## src/rtl/jpeg_idct_transpose_buffer.sv

```systemverilog
// jpeg_idct_transpose_buffer
//
// Ping-pong transpose buffer between the IDCT row and column passes. A BLOCK_N x BLOCK_N
// block arrives in row-major order on the input stream, is stored in one of two banks,
// and is replayed in column-major order on the output stream. One bank fills while the
// other drains, so both streams can sustain one word per cycle.
//
// Optional feature: define JPEG_IDCT_TRANSPOSE_FLUSH_EN to add the flush_i port, which
// clears all state like reset and overrides any handshake in the same cycle.
//
// Ports:
//   clk_i        clock, rising edge
//   rst_i        synchronous active-low reset
//   flush_i      (JPEG_IDCT_TRANSPOSE_FLUSH_EN only) discard all buffered data
//   in_valid_i   input word valid
//   in_data_i    input word, row-major order
//   in_ready_o   buffer accepts in_data_i this cycle
//   out_valid_o  output word valid
//   out_data_o   output word, column-major order
//   out_ready_i  downstream accepts out_data_o this cycle
//   level_o      number of banks currently marked full (0..2)

module jpeg_idct_transpose_buffer #(
  parameter int unsigned DATA_W  = 32,
  parameter int unsigned BLOCK_N = 8
) (
  input  logic              clk_i,
  input  logic              rst_i,
`ifdef JPEG_IDCT_TRANSPOSE_FLUSH_EN
  input  logic              flush_i,
`endif
  input  logic              in_valid_i,
  input  logic [DATA_W-1:0] in_data_i,
  output logic              in_ready_o,
  output logic              out_valid_o,
  output logic [DATA_W-1:0] out_data_o,
  input  logic              out_ready_i,
  output logic [1:0]        level_o
);

  localparam int unsigned Words = BLOCK_N * BLOCK_N;
  localparam int unsigned HalfW = $clog2(BLOCK_N);
  localparam int unsigned IdxW  = 2 * HalfW;
  localparam logic [IdxW-1:0] LastIdx = IdxW'(Words - 1);

  // Storage: bank select is the address MSB.
  logic [DATA_W-1:0] mem_q [2*Words];
  logic [DATA_W-1:0] rd_data_q;

  // Write side
  logic            wr_bank_q, wr_bank_d;
  logic [IdxW-1:0] wr_idx_q, wr_idx_d;
  logic            wr_en;
  logic [IdxW:0]   wr_addr;

  // Read side
  logic            rd_bank_q, rd_bank_d;
  logic [IdxW-1:0] rd_idx_q, rd_idx_d;
  logic            rd_en;
  logic [IdxW:0]   rd_addr;
  logic            rd_vld_q, rd_vld_d;

  logic [1:0]      full_q, full_d;

  // Two-entry output skid FIFO
  logic [DATA_W-1:0] fifo_q [2];
  logic              fifo_wr_ptr_q, fifo_wr_ptr_d;
  logic              fifo_rd_ptr_q, fifo_rd_ptr_d;
  logic [1:0]        fifo_cnt_q, fifo_cnt_d;
  logic              push, pop;
  logic [2:0]        credit_used;

  logic clr;

`ifdef JPEG_IDCT_TRANSPOSE_FLUSH_EN
  assign clr = !rst_i || flush_i;
`else
  assign clr = !rst_i;
`endif

  always_comb begin
    in_ready_o  = !full_q[wr_bank_q];
    wr_en       = in_valid_i && in_ready_o;
    wr_addr     = {wr_bank_q, wr_idx_q};

    out_valid_o = (fifo_cnt_q != 2'd0);
    out_data_o  = fifo_q[fifo_rd_ptr_q];
    pop         = out_valid_o && out_ready_i;
    push        = rd_vld_q;

    // Occupancy is counted after this cycle's pop so a steady drain keeps issuing one
    // read per cycle; the word in the read register counts as in flight.
    credit_used = 3'(fifo_cnt_q) - 3'(pop) + 3'(rd_vld_q);
    rd_en       = full_q[rd_bank_q] && (credit_used < 3'd2);

    // Swapping the index halves turns row-major storage into column-major replay.
    rd_addr     = {rd_bank_q, rd_idx_q[HalfW-1:0], rd_idx_q[IdxW-1:HalfW]};

    level_o     = 2'(full_q[0]) + 2'(full_q[1]);
  end

  always_comb begin
    wr_bank_d     = wr_bank_q;
    wr_idx_d      = wr_idx_q;
    rd_bank_d     = rd_bank_q;
    rd_idx_d      = rd_idx_q;
    full_d        = full_q;
    rd_vld_d      = rd_en;
    fifo_wr_ptr_d = fifo_wr_ptr_q;
    fifo_rd_ptr_d = fifo_rd_ptr_q;
    fifo_cnt_d    = fifo_cnt_q + 2'(push) - 2'(pop);

    if (wr_en) begin
      // Index wraps to zero naturally: Words is a power of two.
      wr_idx_d = wr_idx_q + 1'b1;
      if (wr_idx_q == LastIdx) begin
        full_d[wr_bank_q] = 1'b1;
        wr_bank_d         = !wr_bank_q;
      end
    end

    // A read bank is always full and a write bank never is, so these never collide.
    if (rd_en) begin
      rd_idx_d = rd_idx_q + 1'b1;
      if (rd_idx_q == LastIdx) begin
        full_d[rd_bank_q] = 1'b0;
        rd_bank_d         = !rd_bank_q;
      end
    end

    if (push) fifo_wr_ptr_d = !fifo_wr_ptr_q;
    if (pop)  fifo_rd_ptr_d = !fifo_rd_ptr_q;
  end

  always_ff @(posedge clk_i) begin
    if (clr) begin
      wr_bank_q     <= 1'b0;
      wr_idx_q      <= '0;
      rd_bank_q     <= 1'b0;
      rd_idx_q      <= '0;
      full_q        <= 2'b00;
      rd_vld_q      <= 1'b0;
      fifo_wr_ptr_q <= 1'b0;
      fifo_rd_ptr_q <= 1'b0;
      fifo_cnt_q    <= 2'd0;
      fifo_q[0]     <= '0;
      fifo_q[1]     <= '0;
    end else begin
      wr_bank_q     <= wr_bank_d;
      wr_idx_q      <= wr_idx_d;
      rd_bank_q     <= rd_bank_d;
      rd_idx_q      <= rd_idx_d;
      full_q        <= full_d;
      rd_vld_q      <= rd_vld_d;
      fifo_wr_ptr_q <= fifo_wr_ptr_d;
      fifo_rd_ptr_q <= fifo_rd_ptr_d;
      fifo_cnt_q    <= fifo_cnt_d;
      if (push) fifo_q[fifo_wr_ptr_q] <= rd_data_q;
    end
  end

  // Storage array and read register carry no reset; their contents are only consumed
  // through the reset-controlled flags above.
  always_ff @(posedge clk_i) begin
    if (wr_en && !clr) mem_q[wr_addr] <= in_data_i;
    if (rd_en)         rd_data_q      <= mem_q[rd_addr];
  end

endmodule
```

## config.mk

```make
export PLATFORM = sky130hd
export DESIGN_NAME = jpeg_idct_transpose_buffer
export DESIGN_NICKNAME = d
export VERILOG_FILES = /design/src/rtl/jpeg_idct_transpose_buffer.sv
export SDC_FILE = /design/constraint.sdc
export NUM_CORES = 2
export LEC_CHECK = 0
export CAP_MARGIN = 15
export CORE_MARGIN = 1.5
export CORE_UTILIZATION = 35
export DETAILED_ROUTE_END_ITERATION = 12
export PLACE_DENSITY = 0.56
export SYNTH_ARGS = -nofsm -noshare
export SYNTH_HDL_FRONTEND = slang
export SYNTH_MEMORY_MAX_BITS = 65536
export SYNTH_SLANG_ARGS = --single-unit
```

## constraint.sdc

```tcl
create_clock -name clk_i -period 3.99 [get_ports clk_i]
set_clock_uncertainty 0.1 [all_clocks]
set_input_delay 0.9975 -clock clk_i [delete_from_list [all_inputs] [get_ports clk_i]]
set_output_delay 0.9975 -clock clk_i [all_outputs]
set_load 0.1 [all_outputs]
```

==> reports/metrics.csv <==
metric,value,unit
layout.nets,6914,
p_leak,55.3,nW
fin_area,0.188,mm²
drtIter0Drc,9009,
routed_wl,435,mm
r2r_cells,7,
dieArea,0.462,mm²
multiInputGateArea,0.0336,mm²
ys.flop_type,edfxtp_1,
r2r_end,rd_data_q[11],
switching_share,0.209,
ant_nets,0,
hp-class,input pin to flop,
synthesis.nets,6313,
critPathRequiredTime,2.89,ns
synth_area,0.160,mm²
yosysSeqAreaShare,0.788,
fillers,38900,
timing.final.ws_setup,0.261,ns
areaGrowthSynthToFinish,17.2,%
combPwrFrac,0.024,
numCtsBuffers,412,
gp_congestion,0.806,
die_h,680,µm
async_reset_ff_frac,0,
start_util,0.351,
fin_crit_sh,0.935,
synth_xor_xnor_area_share,0.000492,
hold_buffers,0,
worstMarginPinSlew,1.23,ns
crit_fanout,17,
synthAdderAreaFrac,0.000515,
switching_power,18.7,mW
grt_setup_unrepaired,no,
final_common_cell,edfxtp_1,
placed_cell_area,0.174,mm²
vias_per_cell,5.52,
period_minus_slack,3.73,ns
layout_common_cells,"4192 x edfxtp_1, 1344 x mux4_2, 414 x clkbuf_16, 273 x buf_4, 242 x buf_12",
post_drt_wl_per_cell,32.8,µm
finalHoldViolCount,0,
cts-root-buf,clkbuf_16,
cts.path.max_buffers,4,
pin_count,72,
power_frac_clock,0.429,
cts_tree,built,
overflow,0,
drcViolationCount,0,
grt_max_degree,113,
htree_levels,5,
portBuffers,71,
ys_types,34,
synth_top_family_by_area,multiplexers,
slew_headroom,0.182,
synthMuxAreaShare,0.194,
synth_top_cell_area_share,0.785,
clock-sinks,4214,
yosys-top-cells-area,"edfxtp_1 79%, mux4_2 19%, clkbuf_1 0.48%",
die_w,680,µm
drv_slew,0,
finalSetupViolations,0,
clock_latency,0.98,ns
criticalPathCategory,flop to output port,
antenna_found_initial,77,
num_rows,248,
place_hpwl,252,mm
first_pass_iters,5,
ctsResizeCount,0,
p_int,70.6,mW
seqPwrFrac,0.547,
cts_setup_buffers,0,
syn_area_per_cell,25.6,µm²
post-place-cells,12500,
layout-drive-gt1-share,0.369,
synth_compound_area_frac,0.000601,
outcome,"complete, no violations",
endpoint,out_data_o[6],
seq_area,0.126,mm²
vias,73300,
r2r_setup_slack,0.33,ns
grt_pass1_wl,601,mm
power_density,475,mW/mm²
r2r_start,rd_idx_q[4],
ir_drop,0.390,mV
stdcell_count,13300,
pre_cts_ws,-0.196,ns
fmax,0.268,GHz
synth_seq_cells,4214,
synth-edff-count,4192,
cap_violations,0,
yosysWarnings,0,
path_clk_slew,0.06,ns
synth-simple-area-share,0.00814,
cp-start-kind,flop,
synth_cells,6271,
yosysTopAreaCell,edfxtp_1,
grt_pass1_vias,74500,
core-area,0.456,mm²
arrival,2.63,ns
fin_tns_setup,0,ns
grt.total_usage,0.186,
crit_path_end_kind,output port,
==> how the worst min path moves through the flow <==
stage | start | endpoint | slack (ns) | cells after the start
after global placement | fifo_rd_ptr_q | fifo_rd_ptr_q | 0.40 | 2
after floorplan | rd_bank_q | rd_bank_q | 0.38 | 2
after CTS | in_data_i[8] | mem_q[14][8] | 0.26 | 1
final | in_data_i[8] | mem_q[25][8] | 0.34 | 1
after global routing | in_data_i[8] | mem_q[14][8] | 0.31 | 1
after detailed placement | fifo_rd_ptr_q | fifo_rd_ptr_q | 0.42 | 2
==> state kept, by name (all words and copies together), names as in the netlist, 2 cells and up, named ones only <==
register    count
fifo_cnt_q      2
fifo_q         64
full_q          2
mem_q        4096
rd_data_q      32
rd_idx_q        6
wr_idx_q        6
==> cell type report <==
class | count | area share
Clock buffer | 480 | 0.0565
Clock inverter | 278 | 0.0142
Sequential cell | 4214 | 0.673
Multi-Input combinational cell | 1717 | 0.179
Antenna cell | 58 | 0.000773
Tap cell | 6000 | 0.0400
Timing Repair Buffer | 518 | 0.0369
Inverter | 9 | 0.000207
==> kinds of logic (layout without fill, tap and decap cells) <==
kind of cell | after synthesis | in the layout
AOI/OAI and AO/OA | 16 | 16
other | 0 | 58
DFF | 4214 | 4214
and+or+nand+nor | 275 | 275
muxes | 1411 | 1411
buffers and inverters | 340 | 1285
adders and majority gates | 6 | 6
xor gates and xnor gates | 9 | 9
==> critical path, stage by stage, from the launching register on <==
cell and delay, ns:
dfxtp_2 0.73, buf_12 0.25, mux2_2 0.37, buf_4 0.24
==> metal layers <==
metal / global-route usage / share of wire / routed length [µm] / vias to the layer above
met1: 0.259 / 0.41 / 178000 / 41000
li1: - / - / - / 28700
met4: 0.0500 / 0.025 / 10900 / 16
met2: 0.300 / 0.48 / 211000 / 2972
met3: 0.0355 / 0.080 / 34700 / 521
met5: 0 / 0.00021 / 93 / -
==> Yosys cell counts, drive strengths merged, types with 7 or more instances <==
master     n
or3        7
nand4      7
nor2     141
mux2      65
dfxtp     22
xnor2      9
nand2     22
and2      71
inv        7
edfxtp  4192
clkbuf   207
mux4    1344
buf      124
a21oi      7
nand3      7
==> power groups by stage <==
| stage | clock network [mW] | registers (mW) | logic, mW |
|---|---|---|---|
| global placement | 0 | 49.7 | 2.07 |
| CTS | 39.0 | 48.8 | 2.14 |
| detailed placement | 0 | 49.7 | 2.14 |
| floorplan | 0 | 49.7 | 0.899 |
| finish | 38.3 | 48.8 | 2.12 |
| global route | 40.6 | 48.8 | 2.21 |
==> metrics by stage <==
| stage | util | hold WS (ns) | total power [mW] |
|---|---|---|---|
| floorplan | - | 0.378 | 50.6 |
| detailed placement | 0.382 | 0.421 | 51.9 |
| global placement | 0.382 | 0.401 | 51.8 |
| finish | 0.412 | 0.342 | 89.3 |
| CTS | 0.411 | 0.263 | 90.0 |
| global route | 0.412 | 0.308 | 91.6 |
Power figures use the tool's default switching activity.
